`src/rtl/fetch_unit.sv`:
```
// rtl/fetch_unit.sv - instruction fetch FSM with hold, settle, flush and timeout
module fetch_unit #(
   parameter int unsigned TIMEOUT = 16,
   parameter logic [7:0]  JMP_OP  = 8'h40,
   parameter logic [7:0]  BR_OP   = 8'h41
) (
   input  logic        clk,
   input  logic        rst,
   input  logic [7:0]  add,
   output logic        mem_req,
   output logic [7:0]  mem_addr,
   input  logic        mem_ack,
   input  logic [15:0] mem_rdata,
   input  logic        dec_ready,
   input  logic        zflag,
   input  logic        flush,
   output logic [15:0] ir,
   output logic        ir_valid,
   output logic        pc_en,
   output logic [7:0]  im,
   output logic        branch,
   output logic        nia,
   output logic        fetch_err
);

   typedef enum logic [1:0] {
      IDLE   = 2'd0,
      FETCH  = 2'd1,
      HOLD   = 2'd2,
      SETTLE = 2'd3
   } state_t;

   // Last wait count before the request is considered lost.
   localparam logic [7:0] WAIT_LAST = 8'(TIMEOUT - 1);

   state_t      state_q, state_d;
   logic [15:0] ir_q, ir_d;
   logic        ir_valid_q, ir_valid_d;
   logic        pc_en_q, pc_en_d;
   logic        fetch_err_q, fetch_err_d;
   logic [7:0]  wait_q, wait_d;

   // Next-state logic; flush overrides every other event, ir keeps its stale value.
   always_comb begin
      state_d     = state_q;
      ir_d        = ir_q;
      ir_valid_d  = ir_valid_q;
      pc_en_d     = pc_en_q;
      fetch_err_d = fetch_err_q;
      wait_d      = wait_q;
      if (flush) begin
         state_d    = FETCH;
         ir_valid_d = 1'b0;
         pc_en_d    = 1'b0;
         wait_d     = 8'd0;
      end else begin
         case (state_q)
            IDLE: begin
               state_d = FETCH;
               wait_d  = 8'd0;
            end
            FETCH: begin
               if (mem_ack) begin
                  ir_d       = mem_rdata;
                  ir_valid_d = 1'b1;
                  state_d    = HOLD;
               end else if (wait_q == WAIT_LAST) begin
                  // Flag the timeout and keep requesting the same address.
                  fetch_err_d = 1'b1;
                  wait_d      = 8'd0;
               end else begin
                  wait_d = wait_q + 8'd1;
               end
            end
            HOLD: begin
               if (dec_ready) begin
                  ir_valid_d = 1'b0;
                  pc_en_d    = 1'b1;
                  state_d    = SETTLE;
               end
            end
            SETTLE: begin
               // One cycle for the PC to advance before the next request.
               pc_en_d = 1'b0;
               state_d = FETCH;
               wait_d  = 8'd0;
            end
            default: begin
               state_d = IDLE;
            end
         endcase
      end
   end

   // State registers with synchronous active-high reset.
   always_ff @(posedge clk) begin
      if (rst) begin
         state_q     <= IDLE;
         ir_q        <= 16'h0000;
         ir_valid_q  <= 1'b0;
         pc_en_q     <= 1'b0;
         fetch_err_q <= 1'b0;
         wait_q      <= 8'd0;
      end else begin
         state_q     <= state_d;
         ir_q        <= ir_d;
         ir_valid_q  <= ir_valid_d;
         pc_en_q     <= pc_en_d;
         fetch_err_q <= fetch_err_d;
         wait_q      <= wait_d;
      end
   end

   // Memory request and combinational decode of the instruction register.
   always_comb begin
      mem_req   = (state_q == FETCH);
      mem_addr  = add;
      ir        = ir_q;
      ir_valid  = ir_valid_q;
      pc_en     = pc_en_q;
      fetch_err = fetch_err_q;
      im        = ir_q[7:0];
      nia       = (ir_q[15:8] != JMP_OP);
      branch    = (ir_q[15:8] == BR_OP) & zflag;
   end

endmodule

```
`config.mk`:
```
export PLATFORM = sky130hd
export DESIGN_NAME = fetch_unit
export DESIGN_NICKNAME = d
export VERILOG_FILES = /design/src/rtl/fetch_unit.sv
export SDC_FILE = /design/constraint.sdc
export NUM_CORES = 1
export LEC_CHECK = 0
export ABC_CLOCK_PERIOD_IN_PS = 2700
export CORE_UTILIZATION = 43
export DETAILED_ROUTE_END_ITERATION = 8
export GPL_TIMING_DRIVEN = 0
export HOLD_SLACK_MARGIN = 0.12
export PLACE_DENSITY_LB_ADDON = 0.2
export SLEW_MARGIN = 20
export SYNTH_ARGS = -nofsm -noshare
export SYNTH_HDL_FRONTEND = slang
export SYNTH_SLANG_ARGS = --single-unit
```
`constraint.sdc`:
```
create_clock -name clk -period 2.7 [get_ports clk]
set_input_delay 0.405 -clock clk [delete_from_list [all_inputs] [get_ports clk]]
set_output_delay 0.405 -clock clk [all_outputs]
set_load 0.1 [all_outputs]
```
==> reports/metrics.yaml <==
post_synth_inst_count: 174
period_share: 0.966
slew_viol_final: 0
cts_setup_buffers: 0
outcome: "finished clean"
rr_startpoint: "state_q[0]"
start_util: 0.457
p_leak_nw: 0.785
crit_path_end_kind: "primary output"
crit_slowest_cell: "clkdlybuf4s50_1"
crit_chain: "inv_1 -> ha_1 -> clkdlybuf4s50_1"
core-area_sq_mm: 0.00308
max_slew_margin: 0.336
routabilityCongestion: 0.759
clk_latency_ns: 0.33
finalNonFillerCells: 284
grt_setup_unrepaired: "no"
gr-usage-all-layers: 0.198
reg2reg_depth: 6
async_reset_ff_frac: 0
drt_iter0_markers: 26
synth_seq_cells: 29
setup_ws_ns: 0.0909
nNetsFinal: 275
cts_buffers: 5
cts_hold_buf: 0
postSynthNetCount: 209
grt_pass1_wl_microns: 5170
worst_pin_slew_ns: 0.994
io_pins: 68
cp_top_family: "buffers and inverters"
fin_area_sq_mm: 0.00212
ir_drop_uv: 282
firstDrtPassIters: 4
cap_violations: 0
placed_area_sq_mm: 0.00207
fillerInstances: 275
cts.htree.levels: 2
drc_errors: 0
cts.repair.resized: 2
ant_nets: 0
holdPathEnd: "ir[3]"
cp_max_fo: 7
yosysSeqAreaShare: 0.412
place_hpwl_microns: 2420
synth.cell_area_sq_mm: 0.00141
r2r_end: "wait_q[2]"
hold_depth: 2
die_y_microns: 59.2
hold_class: "register to register"
powerDensity_mw_per_mm2: 487
dpl_worst_slack_ns: 0.0578
grt_max_degree: 11
p_total_mw: 1.03
cts_tree: "done"
cp.buffers_inverters: 2
worstSetupStartpointType: "register"
synthFlopType: "dfxtp_1"
vias_per_cell: 4.84
fin_crit_ns: 2.61
fin_setup_tns_ns: 0
overflow: 0
holdWs_ns: 0.475
worst_ep_arrival_time_ns: 2.20
wirelength_microns: 3090
finClkSkew_ns: 0.00671
hp-start: "ir[3]"
fmax_ghz: 0.383
avgSynthCellArea_sq_um: 8.09
num_antenna_cells: 0
dpl.cell_count: 277
worstPathRequired_ns: 2.30
areaGrowthSynthToFinish_pct: 50.8
layout-drive-gt1-share: 0.125
yosys_warnings: 0
grt_pass1_vias: 1231
vias: 1375
portBuffers: 59
reg2reg_slack_ns: 0.79
path_class: "register to primary output"
finalSetupViolCount: 0
wl_per_cell_microns: 10.9
finalHoldViolCount: 0
numClockSinks: 29
antenna_found_initial: 0
clk_pin_slew_ns: 0.09
clock_path_buffers: 2
synth_edf_count: 0
ys_types: 35
dieArea_sq_mm: 0.00351
die_w_microns: 59.2
utilization: 0.689
max_stage_delay_ns: 1.17
root_buffer: "clkbuf_4"
fp-row-count: 20
[final cells by class]
cell class                 instances  area [sq um]  share of cell area
inverter                           4          15.0             0.00708
clock buffer                       7          55.1              0.0259
multi-input combinational        118           669               0.315
tap                               44          55.1              0.0259
buffer                            23           158              0.0743
timing repair buffer              59           589               0.278
sequential                        29           581               0.274
[worst max-delay path by stage]
stage / start / end / slack, ns / depth (start not counted)
floorplan: ir[14] / branch / 0.03 / 2
global placement: zflag / branch / 0.08 / 4
detailed placement: zflag / branch / 0.06 / 4
CTS: state_q[1] / mem_req / 0.08 / 3
global route: ir[15] / branch / 0.02 / 4
finish: state_q[1] / mem_req / 0.09 / 3
[state kept, by name, indices dropped and copies added, names as in the netlist]
signal,flops
fetch_err,1
ir,16
state_q,2
pc_en,1
ir_valid,1
wait_q,8
[cells in the mapped netlist (3+ instances only)]
library cell,count,share of area
ha_1,5,0.044
o21ai_1,4,0.014
buf_4,16,0.085
a21oi_1,22,0.078
clkbuf_1,3,0.0080
nor2_1,16,0.043
nand2_1,38,0.10
dfxtp_1,29,0.41
a31oi_1,3,0.013
buf_2,3,0.011
inv_1,4,0.011
[cells by family after synthesis]
logic type	synth area share
adder cells (fa/ha/maj)	0.0444
multiplexers	0.00711
AO/OA/AOI/OAI	0.173
AND/OR/NAND/NOR	0.215
buffers and inverters	0.123
flip-flops	0.412
XOR/XNOR	0.0249
[worst register-to-register path, stage by stage (launching register included)]
cell	delay, ns
dfxtp_1	0.39
inv_1	0.09
ha_1	0.28
buf_2	0.20
o21ai_1	0.21
or4b_1	0.51
a21oi_1	0.15
[metal layers]
layer	routed length, microns	share of wire	GRT usage	up-vias
li1	-	-	-	707
met4	63	0.020	0.102	0
met5	0	0	0	-
met2	1430	0.46	0.342	57
met3	223	0.072	0.0524	8
met1	1370	0.44	0.221	603
[layout by cell type (no fill, tap or decap), types with 2 or more instances in the layout]
cell type	count
clkdlybuf4s50_1	57
nand2_1	38
dfxtp_1	29
a21oi_1	22
nor2_1	16
buf_4	16
ha_1	5
clkbuf_4	5
inv_1	4
clkbuf_1	4
o21ai_1	4
buf_2	3
a31oi_1	3
nand2b_1	2
nand3_1	2
xnor2_1	2
xor2_1	2
nor3_1	2
o21ai_0	2
[report_power, final]
part           internal [mW]  switching (mW)
Sequential             0.440          0.0111
Clock                  0.123           0.139
Combinational         0.0994           0.221
Total                  0.662           0.371
Power figures use the tool's default switching activity.
